$ cat src/rtl/pulse_width_meter_pkg.sv
// Shared definitions for the pulse-width meter.
//   - Channel FSM state encodings (2-bit constants, legacy-compatible).
//   - Default timing constants for a 50 MHz CLOCK_50.
//   - cnt_width(): number of bits needed to hold the values 0..max_val.
package pulse_width_meter_pkg;

  localparam logic [1:0] ST_IDLE      = 2'd0;
  localparam logic [1:0] ST_WAIT_LOW  = 2'd1;
  localparam logic [1:0] ST_WAIT_HIGH = 2'd2;
  localparam logic [1:0] ST_MEASURE   = 2'd3;

  localparam int DEF_N_CH           = 2;
  localparam int DEF_W              = 24;
  localparam int DEF_TRIG_CYCLES    = 500;        // 10 us
  localparam int DEF_PERIOD_CYCLES  = 3_000_000;  // 60 ms
  localparam int DEF_TIMEOUT_CYCLES = 2_000_000;  // 40 ms

  function automatic int cnt_width(input int max_val);
    return (max_val < 2) ? 1 : $clog2(max_val + 1);
  endfunction

endpackage

$ cat src/rtl/pulse_width_meter_if.sv
// Bus between the pulse-width meter and the board glue.
//   enable    : run trigger and measurement
//   echo_i    : raw asynchronous echo inputs, one bit per channel
//   trig_o    : trigger to all sensors
//   width_o   : last result per channel, channel k at [k*W +: W]
//   valid_o   : one-cycle strobe per channel, width_o[k] updated
//   timeout_o : per channel, last result was a timeout
//   busy_o    : any channel measuring
// master = board glue side, slave = meter side.
interface pulse_width_meter_if #(
  parameter int N_CH = 2,
  parameter int W    = 24
);
  logic              enable;
  logic [N_CH-1:0]   echo_i;
  logic              trig_o;
  logic [N_CH*W-1:0] width_o;
  logic [N_CH-1:0]   valid_o;
  logic [N_CH-1:0]   timeout_o;
  logic              busy_o;

  modport master (output enable, echo_i,
                  input  trig_o, width_o, valid_o, timeout_o, busy_o);
  modport slave  (input  enable, echo_i,
                  output trig_o, width_o, valid_o, timeout_o, busy_o);
endinterface

$ cat src/rtl/pulse_width_channel.sv
// One echo channel: 2-FF synchroniser, edge detect, FSM, saturating width
// counter, timeout counter and result register.
//   CLOCK_50, RESET_N : clock, async active-low reset
//   enable            : 0 forces IDLE (results hold, no strobe)
//   arm               : one-cycle start pulse from the trigger generator
//   echo_i            : raw asynchronous echo
//   width_o           : last result (all ones on timeout)
//   valid_o           : one-cycle strobe when width_o/timeout_o update
//   timeout_o         : last result was a timeout
//   busy_o            : FSM not IDLE
module pulse_width_channel
  import pulse_width_meter_pkg::*;
#(
  parameter int W              = DEF_W,
  parameter int TIMEOUT_CYCLES = DEF_TIMEOUT_CYCLES
) (
  input  logic         CLOCK_50,
  input  logic         RESET_N,
  input  logic         enable,
  input  logic         arm,
  input  logic         echo_i,
  output logic [W-1:0] width_o,
  output logic         valid_o,
  output logic         timeout_o,
  output logic         busy_o
);

  // Timeout counter is sized from its own limit, independent of W.
  localparam int              TW       = cnt_width(TIMEOUT_CYCLES);
  localparam logic [TW-1:0]   TO_LIMIT = TW'(TIMEOUT_CYCLES);
  localparam logic [W-1:0]    W_MAX    = '1;

  logic          sync1_q, sync2_q, echo_d_q;
  logic [1:0]    state_q, state_d;
  logic [W-1:0]  wcnt_q, wcnt_d;
  logic [TW-1:0] tcnt_q, tcnt_d, tcnt_inc;
  logic [W-1:0]  width_q, width_d;
  logic          valid_q, valid_d;
  logic          timeout_q, timeout_d;
  logic          s, rise, fall, to_hit;

  assign s    = sync2_q;
  assign rise = s & ~echo_d_q;
  assign fall = ~s & echo_d_q;

  always_comb begin
    // NOTE: every signal assigned here gets a default first; a path that
    // leaves one unassigned would infer a latch.
    state_d   = state_q;
    wcnt_d    = wcnt_q;
    tcnt_d    = tcnt_q;
    width_d   = width_q;
    timeout_d = timeout_q;
    valid_d   = 1'b0;
    // tcnt_q stays below TO_LIMIT while armed, so the increment cannot wrap.
    tcnt_inc  = tcnt_q + 1'b1;
    to_hit    = (tcnt_inc == TO_LIMIT);

    if (!enable) begin
      state_d = ST_IDLE;
    end else if (arm) begin
      // Arming from any state restarts cleanly; an in-flight measurement is
      // dropped without a strobe.
      state_d = s ? ST_WAIT_LOW : ST_WAIT_HIGH;
      tcnt_d  = '0;
    end else if (state_q != ST_IDLE) begin
      tcnt_d = tcnt_inc;
      case (state_q)
        ST_WAIT_LOW:  if (!s) state_d = ST_WAIT_HIGH;
        ST_WAIT_HIGH: if (rise) begin
                        state_d = ST_MEASURE;
                        wcnt_d  = W'(1);
                      end
        ST_MEASURE:   if (s && (wcnt_q != W_MAX)) wcnt_d = wcnt_q + 1'b1;
        default:      ;
      endcase
      // A fall on the timeout cycle still yields a normal result.
      if ((state_q == ST_MEASURE) && fall) begin
        width_d   = wcnt_q;
        timeout_d = 1'b0;
        valid_d   = 1'b1;
        state_d   = ST_IDLE;
      end else if (to_hit) begin
        width_d   = W_MAX;
        timeout_d = 1'b1;
        valid_d   = 1'b1;
        state_d   = ST_IDLE;
      end
    end
  end

  // NOTE: sequential state uses non-blocking assignments so every flop
  // samples pre-edge values, independent of block ordering.
  always_ff @(posedge CLOCK_50 or negedge RESET_N) begin
    if (!RESET_N) begin
      sync1_q   <= 1'b0;
      sync2_q   <= 1'b0;
      echo_d_q  <= 1'b0;
      state_q   <= ST_IDLE;
      wcnt_q    <= '0;
      tcnt_q    <= '0;
      width_q   <= '0;
      valid_q   <= 1'b0;
      timeout_q <= 1'b0;
    end else begin
      sync1_q   <= echo_i;
      sync2_q   <= sync1_q;
      echo_d_q  <= sync2_q;
      state_q   <= state_d;
      wcnt_q    <= wcnt_d;
      tcnt_q    <= tcnt_d;
      width_q   <= width_d;
      valid_q   <= valid_d;
      timeout_q <= timeout_d;
    end
  end

  assign width_o   = width_q;
  assign valid_o   = valid_q;
  assign timeout_o = timeout_q;
  assign busy_o    = (state_q != ST_IDLE);

endmodule

$ cat src/rtl/pulse_width_meter.sv
// Multi-channel ultrasonic echo pulse-width meter.
// Generates a periodic trigger and measures each echo's high time in clocks.
//   CLOCK_50 : 50 MHz system clock
//   RESET_N  : async active-low reset
//   bus      : slave side of pulse_width_meter_if (enable, echo_i in;
//              trig_o, width_o, valid_o, timeout_o, busy_o out)
module pulse_width_meter
  import pulse_width_meter_pkg::*;
#(
  parameter int N_CH           = DEF_N_CH,
  parameter int W              = DEF_W,
  parameter int TRIG_CYCLES    = DEF_TRIG_CYCLES,
  parameter int PERIOD_CYCLES  = DEF_PERIOD_CYCLES,
  parameter int TIMEOUT_CYCLES = DEF_TIMEOUT_CYCLES
) (
  input  logic                 CLOCK_50,
  input  logic                 RESET_N,
  pulse_width_meter_if.slave   bus
);

  localparam int            PW       = cnt_width(PERIOD_CYCLES - 1);
  localparam logic [PW-1:0] CNT_LAST = PW'(PERIOD_CYCLES - 1);
  localparam logic [PW-1:0] CNT_TRIG = PW'(TRIG_CYCLES);

  logic [PW-1:0]   cnt_q, cnt_d;
  logic            run_q, run_d;
  logic            trig_q, trig_d;
  logic            arm;
  logic [N_CH-1:0] ch_busy;

  // run_q marks the first enabled cycle so the period restarts at count 0
  // and trig_q equals (run_q && cnt_q < TRIG_CYCLES) without a glitchy path.
  always_comb begin
    run_d = bus.enable;
    cnt_d = '0;
    if (bus.enable && run_q) cnt_d = (cnt_q == CNT_LAST) ? '0 : cnt_q + 1'b1;
    trig_d = bus.enable && (cnt_d < CNT_TRIG);
  end

  always_ff @(posedge CLOCK_50 or negedge RESET_N) begin
    if (!RESET_N) begin
      cnt_q  <= '0;
      run_q  <= 1'b0;
      trig_q <= 1'b0;
    end else begin
      cnt_q  <= cnt_d;
      run_q  <= run_d;
      trig_q <= trig_d;
    end
  end

  // Arm on the trigger's falling edge.
  assign arm = run_q && (cnt_q == CNT_TRIG);

  for (genvar k = 0; k < N_CH; k++) begin : g_ch
    pulse_width_channel #(
      .W              (W),
      .TIMEOUT_CYCLES (TIMEOUT_CYCLES)
    ) u_ch (
      .CLOCK_50  (CLOCK_50),
      .RESET_N   (RESET_N),
      .enable    (bus.enable),
      .arm       (arm),
      .echo_i    (bus.echo_i[k]),
      .width_o   (bus.width_o[k*W +: W]),
      .valid_o   (bus.valid_o[k]),
      .timeout_o (bus.timeout_o[k]),
      .busy_o    (ch_busy[k])
    );
  end

  assign bus.trig_o = trig_q;
  assign bus.busy_o = |ch_busy;

endmodule

$ cat src/flat_wrapper.sv
// flat-port wrapper written by rule: the top's interface ports become plain ports
module pulse_width_meter_flat import pulse_width_meter_pkg::*;
#(
  parameter int N_CH           = DEF_N_CH,
  parameter int W              = DEF_W,
  parameter int TRIG_CYCLES    = DEF_TRIG_CYCLES,
  parameter int PERIOD_CYCLES  = DEF_PERIOD_CYCLES,
  parameter int TIMEOUT_CYCLES = DEF_TIMEOUT_CYCLES
)
  (CLOCK_50, RESET_N, bus_enable, bus_echo_i, bus_trig_o, bus_width_o, bus_valid_o, bus_timeout_o, bus_busy_o);
  pulse_width_meter_if #(.N_CH(N_CH), .W(W)) bus_i ();
  input  logic CLOCK_50;
  input  logic RESET_N;
  input wire logic [$bits(bus_i.enable)-1:0] bus_enable;
  input wire logic [$bits(bus_i.echo_i)-1:0] bus_echo_i;
  output wire logic [$bits(bus_i.trig_o)-1:0] bus_trig_o;
  output wire logic [$bits(bus_i.width_o)-1:0] bus_width_o;
  output wire logic [$bits(bus_i.valid_o)-1:0] bus_valid_o;
  output wire logic [$bits(bus_i.timeout_o)-1:0] bus_timeout_o;
  output wire logic [$bits(bus_i.busy_o)-1:0] bus_busy_o;
  assign bus_i.enable = bus_enable;
  assign bus_i.echo_i = bus_echo_i;
  assign bus_trig_o = bus_i.trig_o;
  assign bus_width_o = bus_i.width_o;
  assign bus_valid_o = bus_i.valid_o;
  assign bus_timeout_o = bus_i.timeout_o;
  assign bus_busy_o = bus_i.busy_o;
  pulse_width_meter #(.N_CH(N_CH), .W(W), .TRIG_CYCLES(TRIG_CYCLES), .PERIOD_CYCLES(PERIOD_CYCLES), .TIMEOUT_CYCLES(TIMEOUT_CYCLES)) u_core (.CLOCK_50(CLOCK_50), .RESET_N(RESET_N), .bus(bus_i));
endmodule
$ cat config.mk
export PLATFORM = sky130hd
export DESIGN_NAME = pulse_width_meter_flat
export DESIGN_NICKNAME = d
export VERILOG_FILES = /design/src/rtl/pulse_width_meter_pkg.sv /design/src/rtl/pulse_width_meter_if.sv /design/src/rtl/pulse_width_channel.sv /design/src/rtl/pulse_width_meter.sv /design/src/flat_wrapper.sv
export SDC_FILE = /design/constraint.sdc
export NUM_CORES = 1
export LEC_CHECK = 0
export ABC_CLOCK_PERIOD_IN_PS = 2410
export CAP_MARGIN = 20
export CORE_ASPECT_RATIO = 1.4
export CORE_MARGIN = 3
export CORE_UTILIZATION = 54
export DETAILED_ROUTE_END_ITERATION = 10
export PLACE_DENSITY = 0.74
export SLEW_MARGIN = 0
export SYNTH_ARGS = -nofsm -noshare
export SYNTH_HDL_FRONTEND = slang
export SYNTH_SLANG_ARGS = --single-unit
export TNS_END_PERCENT = 5
$ cat constraint.sdc
create_clock -name CLOCK_50 -period 2.41 [get_ports CLOCK_50]
set_clock_uncertainty 0.15 [all_clocks]
set_input_delay 0.241 -clock CLOCK_50 [delete_from_list [all_inputs] [get_ports CLOCK_50]]
set_output_delay 0.241 -clock CLOCK_50 [all_outputs]
set_load 0.01 [all_outputs]
**Word level (Yosys, flattened, before mapping)**

Cells that the tools add are included.

- Register bits: 176
- Logic and storage cells: 132
- Output and inout bits: 54

- Bitwise gates (word level): 9
- Equal/unequal tests: 24
- Add/sub/neg operators: 5
- Muxes and demuxes: 48
- Reductions and logical operators: 24
- Order comparisons: 1

Operators by type and width:

| operator | number |
|---|---|
| $mux W24 | 8 |
| $pmux W24 S2 | 2 |
| $mux W21 | 4 |
| $add A24 B1 Y24 const B | 2 |
| $ne A24 B24 Y1 const B | 2 |
| $mux W22 | 2 |
| $add A21 B1 Y21 const B | 2 |
| $eq A21 B21 Y1 const B | 2 |
| $mux W2 | 16 |
| $ne A6 B5 Y1 const B | 4 |
| $add A22 B1 Y22 const B | 1 |
| $eq A22 B22 Y1 const B | 1 |
| $eq A22 B9 Y1 const B | 1 |
| $lt A22 B9 Y1 const B | 1 |
| $reduce_and A4 Y1 | 4 |
| $reduce_bool A2 Y1 | 8 |
| $mux W1 | 14 |
| $ne A6 B1 Y1 const B | 2 |
| $reduce_and A6 Y1 | 2 |
| $eq A2 B2 Y1 const B | 4 |
| $ne A2 B2 Y1 const B | 4 |
| $pmux W2 S2 | 2 |
| $logic_and A1 B1 Y1 | 7 |
| $ne A3 B1 Y1 const B | 2 |
| other kinds (5) | 14 |

**Longest topological paths before layout**

- Word-level depth: 9
- Mapped depth: 11
- Gate-level depth less buffers: 9

**By module**

A second synthesis with hierarchy kept.

- Cells, all modules: 935
- Area, all modules: 9141.3 um2

Modules (own cells, without submodules):

| module | instances | cells an instance | sequential area each (um2) | area each (um2) |
|---|---|---|---|---|
| pulse_width_channel (u_core.g_ch[1].u_ch) | 1 | 389 | 1901.8 | 3891.2 |
| pulse_width_channel (u_core.g_ch[0].u_ch) | 1 | 392 | 1901.8 | 3876.2 |
| pulse_width_meter | 1 | 154 | 600.6 | 1373.8 |

**Least setup slack after synthesis**

Ideal clock, no wire load.

- Kind: register to register
- Start: reg u_core.g_ch[0].u_ch.tcnt_q[1]
- End: reg u_core.g_ch[0].u_ch.width_q[10]
- Slack: -0.259 ns
- Arrival time: 2.398 ns
- Buffers on the path: 2
- Clock period less this slack: 2.669 ns
- Cell stages (with the launch flop): 11
- Path through: dfrtp_1 -> ha_1 -> nand2_1 -> or4_1 -> o21ai_1 -> nand2_1 -> and4_4 -> o21a_1 -> buf_4 -> buf_6 -> o22a_1

- Longest elaborated chain between the ends: 4

RTL lines:

| what | line | source |
|---|---|---|
| from (decl) | pulse_width_channel.sv:36 | `logic [TW-1:0] tcnt_q, tcnt_d, tcnt_inc;` |
| from (signal assigned) | pulse_width_channel.sv:111 | `tcnt_q <= tcnt_d;` |
| $add A21 B1 Y21 | pulse_width_channel.sv:56 | `tcnt_inc = tcnt_q + 1'b1;` |
| $eq A21 B21 Y1 | pulse_width_channel.sv:57 | `to_hit = (tcnt_inc == TO_LIMIT);` |
| $reduce_bool A2 Y1 (no line) | n/a |  |
| $reduce_and A4 Y1 (no line) | n/a |  |
| to (signal assigned) | pulse_width_channel.sv:112 | `width_q <= width_d;` |
| to (decl) | pulse_width_channel.sv:37 | `logic [W-1:0] width_q, width_d;` |

Every way passes these cells.
A chain may end at the register's enable or synchronous reset.

**Worst setup path after layout**

- Start: reg u_core.cnt_q[20]
- End: reg u_core.g_ch[1].u_ch.wcnt_q[21]

- Longest elaborated chain between the ends: 4

RTL lines:

| what | line | source |
|---|---|---|
| from (decl) | pulse_width_meter.sv:25 | `logic [PW-1:0] cnt_q, cnt_d;` |
| from (signal assigned) | pulse_width_meter.sv:46 | `cnt_q <= cnt_d;` |
| $eq A22 B9 Y1 | pulse_width_meter.sv:53 | `assign arm = run_q && (cnt_q == CNT_TRIG);` |
| $logic_and A1 B1 Y1 | pulse_width_meter.sv:53 |  |
| $not A1 Y1 (no line) | n/a |  |
| $reduce_and A6 Y1 (no line) | n/a |  |
| to (signal assigned) | pulse_width_channel.sv:110 | `wcnt_q <= wcnt_d;` |
| to (decl) | pulse_width_channel.sv:35 | `logic [W-1:0] wcnt_q, wcnt_d;` |

Every way passes these cells.

==> impl_results.html <==
<table>
<tr><th>Metric</th><th>Value</th></tr>
<tr><th colspan="2">Power and ir drop</th></tr>
<tr><td>Static Leakage</td><td>0.00527 µW</td></tr>
<tr><td>Highest ir drop seen on vdd</td><td>0.000496 V</td></tr>
<tr><td>Power per cell area</td><td>578 mW/mm²</td></tr>
<tr><th colspan="2">Synthesis</th></tr>
<tr><td>Post-synth EDFFs</td><td>0</td></tr>
<tr><td>Average cell area after synthesis</td><td>9.59 µm²</td></tr>
<tr><td>Count of cell types in the netlist</td><td>71</td></tr>
<tr><td>Portion of the post-synthesis area used by sequential elements</td><td>0.490</td></tr>
<tr><td>Count of warnings emitted by yosys</td><td>0</td></tr>
<tr><td>Top cells by instance count after synthesis</td><td>sky130_fd_sc_hd__dfrtp_1 (176), sky130_fd_sc_hd__nor2_1 (91), sky130_fd_sc_hd__nand2_1 (77), sky130_fd_sc_hd__o21ai_0 (64), sky130_fd_sc_hd__o22a_1 (48)</td></tr>
<tr><td>Cell taking the most area after synthesis</td><td>sky130_fd_sc_hd__dfrtp_1</td></tr>
<tr><td>Main area contributors after synthesis</td><td>sky130_fd_sc_hd__dfrtp_1 (49%), sky130_fd_sc_hd__o22a_1 (4.7%), sky130_fd_sc_hd__nor2_1 (3.8%), sky130_fd_sc_hd__o21ai_0 (3.6%), sky130_fd_sc_hd__nand2_1 (3.2%)</td></tr>
<tr><td>Proportion of register bits with asynchronous set or reset after synthesis</td><td>1.00</td></tr>
<tr><td>Most used standard cell by instance count after synthesis</td><td>sky130_fd_sc_hd__dfrtp_1</td></tr>
<tr><td>Number of storage elements in the synthesis netlist</td><td>176</td></tr>
<tr><td>Proportion of netlist area held by the largest area contributor</td><td>0.490</td></tr>
<tr><td>Flip-flop cell with the highest count after synthesis</td><td>sky130_fd_sc_hd__dfrtp_1</td></tr>
<tr><td>Post-synthesis instance area</td><td>0.00899 mm²</td></tr>
<tr><td>Number of nets in the synthesized netlist</td><td>948</td></tr>
<tr><td>Number of instances in the synthesized netlist</td><td>937</td></tr>
<tr><th colspan="2">Global routing</th></tr>
<tr><td>Antenna violations before repair</td><td>0</td></tr>
<tr><td>Global-route wire length before repair</td><td>37.3 mm</td></tr>
<tr><td>Pin count of the biggest net entering global routing</td><td>75</td></tr>
<tr><td>Overall track demand over capacity in global routing</td><td>0.251</td></tr>
<tr><td>Via count of the first global-routing pass</td><td>7718</td></tr>
<tr><td>Overflow left after global routing</td><td>0</td></tr>
<tr><th colspan="2">Timing</th></tr>
<tr><td>Finish-stage setup viols</td><td>76</td></tr>
<tr><td>Shortest period the worst path allows</td><td>2.60 ns</td></tr>
<tr><td>Unrepaired setup endpoints after global routing</td><td>yes</td></tr>
<tr><td>Worst hold slack</td><td>0.0917 ns</td></tr>
<tr><td>Number of hold violations in the final report</td><td>0</td></tr>
<tr><td>Post-route fraction of the period consumed by the critical path</td><td>1.08</td></tr>
<tr><td>Measured slew at the worst slew-check pin</td><td>0.722 ns</td></tr>
<tr><td>Setup total negative slack</td><td>-5.15 ns</td></tr>
<tr><td>Upper clock frequency limit</td><td>384 MHz</td></tr>
<tr><td>Crit path setup slack, layout</td><td>-0.195 ns</td></tr>
<tr><td>Slew HR</td><td>0.516</td></tr>
<tr><td>Max Slew Vio Count</td><td>0</td></tr>
<tr><th colspan="2">Floorplan</th></tr>
<tr><td>Overall die area</td><td>0.0183 mm²</td></tr>
<tr><td>Initial Utilization</td><td>0.554</td></tr>
<tr><td>Core Area</td><td>0.0162 mm²</td></tr>
<tr><td>Width of the die</td><td>115 µm</td></tr>
<tr><td>Die height</td><td>159 µm</td></tr>
<tr><td>Placement row count</td><td>55</td></tr>
<tr><td>Num ports</td><td>59</td></tr>
<tr><th colspan="2">Min path</th></tr>
<tr><td>Hold Path Class</td><td>in -&gt; reg</td></tr>
<tr><th colspan="2">Critical path</th></tr>
<tr><td>Crit path kind</td><td>reg -&gt; reg</td></tr>
<tr><td>Kind of end point of the critical path</td><td>flop</td></tr>
<tr><td>Largest stage delay, worst path</td><td>0.40 ns</td></tr>
<tr><td>Worst path cell trace</td><td>nor3_1, nand2_1, buf_4, o31ai_1, buf_4, buf_4, nor4_4, buf_4, nand4_1, xor2_1, nor2_1</td></tr>
<tr><td>Critical Path Most Common Cell</td><td>sky130_fd_sc_hd__buf_4</td></tr>
<tr><td>WP buf/inv</td><td>4</td></tr>
<tr><td>CP max-delay cell</td><td>sky130_fd_sc_hd__nor3_1</td></tr>
<tr><td>Worst Path Arrival</td><td>2.77 ns</td></tr>
<tr><td>Worst path top cell family by delay</td><td>simple AND/OR/NAND/NOR gates</td></tr>
<tr><td>Worst Path Required</td><td>2.58 ns</td></tr>
<tr><td>Critical path fanouts, max</td><td>3</td></tr>
<tr><td>Worst setup SP type</td><td>flop</td></tr>
<tr><th colspan="2">Run status</th></tr>
<tr><td>Violated checks</td><td>negative setup slack</td></tr>
<tr><td>Outcome</td><td>finished, violations left</td></tr>
<tr><th colspan="2">Clock network</th></tr>
<tr><td>Number of buffers on the longest clock path</td><td>2</td></tr>
<tr><td>Clock insertion delay at the later pin of the skew report</td><td>0.43 ns</td></tr>
<tr><td>Count of H-tree levels built during CTS</td><td>4</td></tr>
<tr><td>CTS tree</td><td>built</td></tr>
<tr><td>Total CTS buffers</td><td>17</td></tr>
<tr><td>CTS clk-pin slew, worst paths</td><td>0.07 ns</td></tr>
<tr><td>Clock Tree Root</td><td>sky130_fd_sc_hd__clkbuf_16</td></tr>
<tr><td>Num Clock Sinks</td><td>176</td></tr>
<tr><th colspan="2">Place</th></tr>
<tr><td>Number of input and output port buffers inserted</td><td>58</td></tr>
<tr><td>Final HPWL DP</td><td>14.5 mm</td></tr>
<tr><td>GPL Wtd Cong</td><td>0.848</td></tr>
<tr><td>DP Worst Slack</td><td>-0.310 ns</td></tr>
<tr><td>Placed cell area</td><td>0.0109 mm²</td></tr>
<tr><th colspan="2">Routing</th></tr>
<tr><td>First-iteration detailed-routing DRC count</td><td>549</td></tr>
<tr><td>Ratio of routed vias to standard cells</td><td>6.07</td></tr>
<tr><td>Total routed wirelength</td><td>23.6 mm</td></tr>
<tr><td>Overall via count from detail_route</td><td>8125</td></tr>
<tr><td>DRC</td><td>0</td></tr>
<tr><td>Residual antenna-violating net count after detailed routing</td><td>0</td></tr>
<tr><td>Initial DRT Pass Iterations</td><td>5</td></tr>
<tr><td>Average detailed-routed wire length per instance</td><td>17.7 µm</td></tr>
<tr><th colspan="2">Finish</th></tr>
<tr><td>Proportion of layout cells with a drive suffix above 1</td><td>0.249</td></tr>
<tr><td>Utilization after layout</td><td>0.741</td></tr>
<tr><td>Layout area overhead</td><td>33.8%</td></tr>
<tr><td>Final Cell Area</td><td>0.0120 mm²</td></tr>
<tr><td>Number of antenna diodes</td><td>0</td></tr>
<tr><td>Count of nets after finishing</td><td>1137</td></tr>
<tr><td>Filler instances</td><td>1136</td></tr>
<tr><th colspan="2">Run</th></tr>
<tr><td>Count of max-cap constraint violations</td><td>0</td></tr>
</table>
path summary, 6_finish.rpt:
path	from	endpoint	slack, ns	cells past startpoint
min reg2reg	u_core.g_ch[1].u_ch.sync1_q	u_core.g_ch[1].u_ch.s	0.25	0
min in group asynchronous	RESET_N	u_core.g_ch[0].u_ch.wcnt_q[17]	0.15	2
max in group asynchronous	RESET_N	u_core.cnt_q[17]	1.18	3
min	bus_echo_i[1]	u_core.g_ch[1].u_ch.sync1_q	0.09	1
max	u_core.cnt_q[20]	u_core.g_ch[1].u_ch.wcnt_q[21]	-0.19	11
max reg2reg	u_core.cnt_q[20]	u_core.g_ch[1].u_ch.wcnt_q[21]	-0.19	11
layer usage:
metal | routed length (µm) | global-route usage | vias to the layer above
met3 | 851 | 0.0380 | 46
met2 | 12500 | 0.426 | 211
met5 | 0 | 0 | -
li1 | - | - | 3813
met1 | 9840 | 0.327 | 4055
met4 | 468 | 0.0889 | 0
report_power, final:
| group | total [µW] | internal, µW | switching, µW | leakage, µW |
|---|---|---|---|---|
| sequential | 3180 | 3070 | 117 | 0.00240 |
| combinational | 740 | 382 | 359 | 0.00255 |
| clock | 3020 | 1810 | 1210 | 0.000315 |
| total | 6950 | 5260 | 1680 | 0.00527 |
metrics by stage:
step / total power [µW] / cells
2_1_floorplan: 3540 / 937
3_3_place_gp: 3890 / 1287
3_5_place_dp: 3910 / 1287
4_1_cts: 6940 / 1321
5_1_grt: 7200 / 1338
6_report: 6950 / 1338
cells in the final DEF, fill, tap and decap left out, types with 4 or more instances in the layout:
master	n
sky130_fd_sc_hd__a211oi_1	5
sky130_fd_sc_hd__a21oi_1	24
sky130_fd_sc_hd__a22o_1	4
sky130_fd_sc_hd__a31oi_1	15
sky130_fd_sc_hd__and2_1	8
sky130_fd_sc_hd__and3_1	21
sky130_fd_sc_hd__and4_1	10
sky130_fd_sc_hd__buf_12	10
sky130_fd_sc_hd__buf_4	156
sky130_fd_sc_hd__buf_6	7
sky130_fd_sc_hd__bufinv_16	4
sky130_fd_sc_hd__clkbuf_16	17
sky130_fd_sc_hd__clkdlybuf4s50_1	57
sky130_fd_sc_hd__dfrtp_1	170
sky130_fd_sc_hd__dfrtp_2	6
sky130_fd_sc_hd__inv_1	16
sky130_fd_sc_hd__nand2_1	76
sky130_fd_sc_hd__nand3_1	35
sky130_fd_sc_hd__nand3_2	5
sky130_fd_sc_hd__nand4_1	37
sky130_fd_sc_hd__nand4b_1	5
sky130_fd_sc_hd__nor2_1	86
sky130_fd_sc_hd__nor2b_1	6
sky130_fd_sc_hd__nor3_1	12
sky130_fd_sc_hd__nor3_2	8
sky130_fd_sc_hd__nor4_1	5
sky130_fd_sc_hd__o21a_1	6
sky130_fd_sc_hd__o21ai_0	49
sky130_fd_sc_hd__o21ai_1	45
sky130_fd_sc_hd__o22a_1	48
sky130_fd_sc_hd__o31ai_1	11
sky130_fd_sc_hd__o31ai_2	4
sky130_fd_sc_hd__or3_1	9
sky130_fd_sc_hd__or3_4	4
sky130_fd_sc_hd__xnor2_1	19
sky130_fd_sc_hd__xor2_1	32
flip-flops by register name, indices dropped and copies added (netlist names):
register and cells:
u_core.run_q 1, u_core.g_ch.u_ch.s 2, u_core.g_ch.u_ch.state_q 4, u_core.bus.trig_o 1, u_core.g_ch.u_ch.wcnt_q 48, u_core.cnt_q 22, u_core.g_ch.u_ch.echo_d_q 2, u_core.g_ch.u_ch.width_o 48
u_core.g_ch.u_ch.sync1_q 2, u_core.g_ch.u_ch.tcnt_q 42, u_core.g_ch.u_ch.valid_o 2, u_core.g_ch.u_ch.timeout_o 2
final cells by class:
class / instances / area [µm²] / area share
clock inverters: 13 / 203 / 0.0169
flip-flops and latches: 176 / 4410 / 0.367
well taps: 199 / 249 / 0.0207
multi-input cells: 684 / 4620 / 0.384
clock buffers: 19 / 453 / 0.0377
inverters: 16 / 60.1 / 0.00499
repair buffers: 231 / 2030 / 0.169
cells by family (layout without fill, tap and decap cells):
group	count (synthesis)	after routing	share of synthesized area
DFF	176	176	0.490
muxes	1	1	0.00111
buffers and inverters	78	279	0.0399
xor gates and xnor gates	54	54	0.0526
and+or+nand+nor	366	367	0.216
adders and majority gates	6	6	0.00835
AOI/OAI and AO/OA	256	256	0.192
what timing repair did:
item	CTS	global route
pin swaps	8	16
setup buffers	0	16
setup endpoints to repair	127	147
endpoints found under the hold margin	48	0
gates resized for setup	15	73
cloned	1	2
hold buffers	1	0
(Power assumes the default switching activity.)
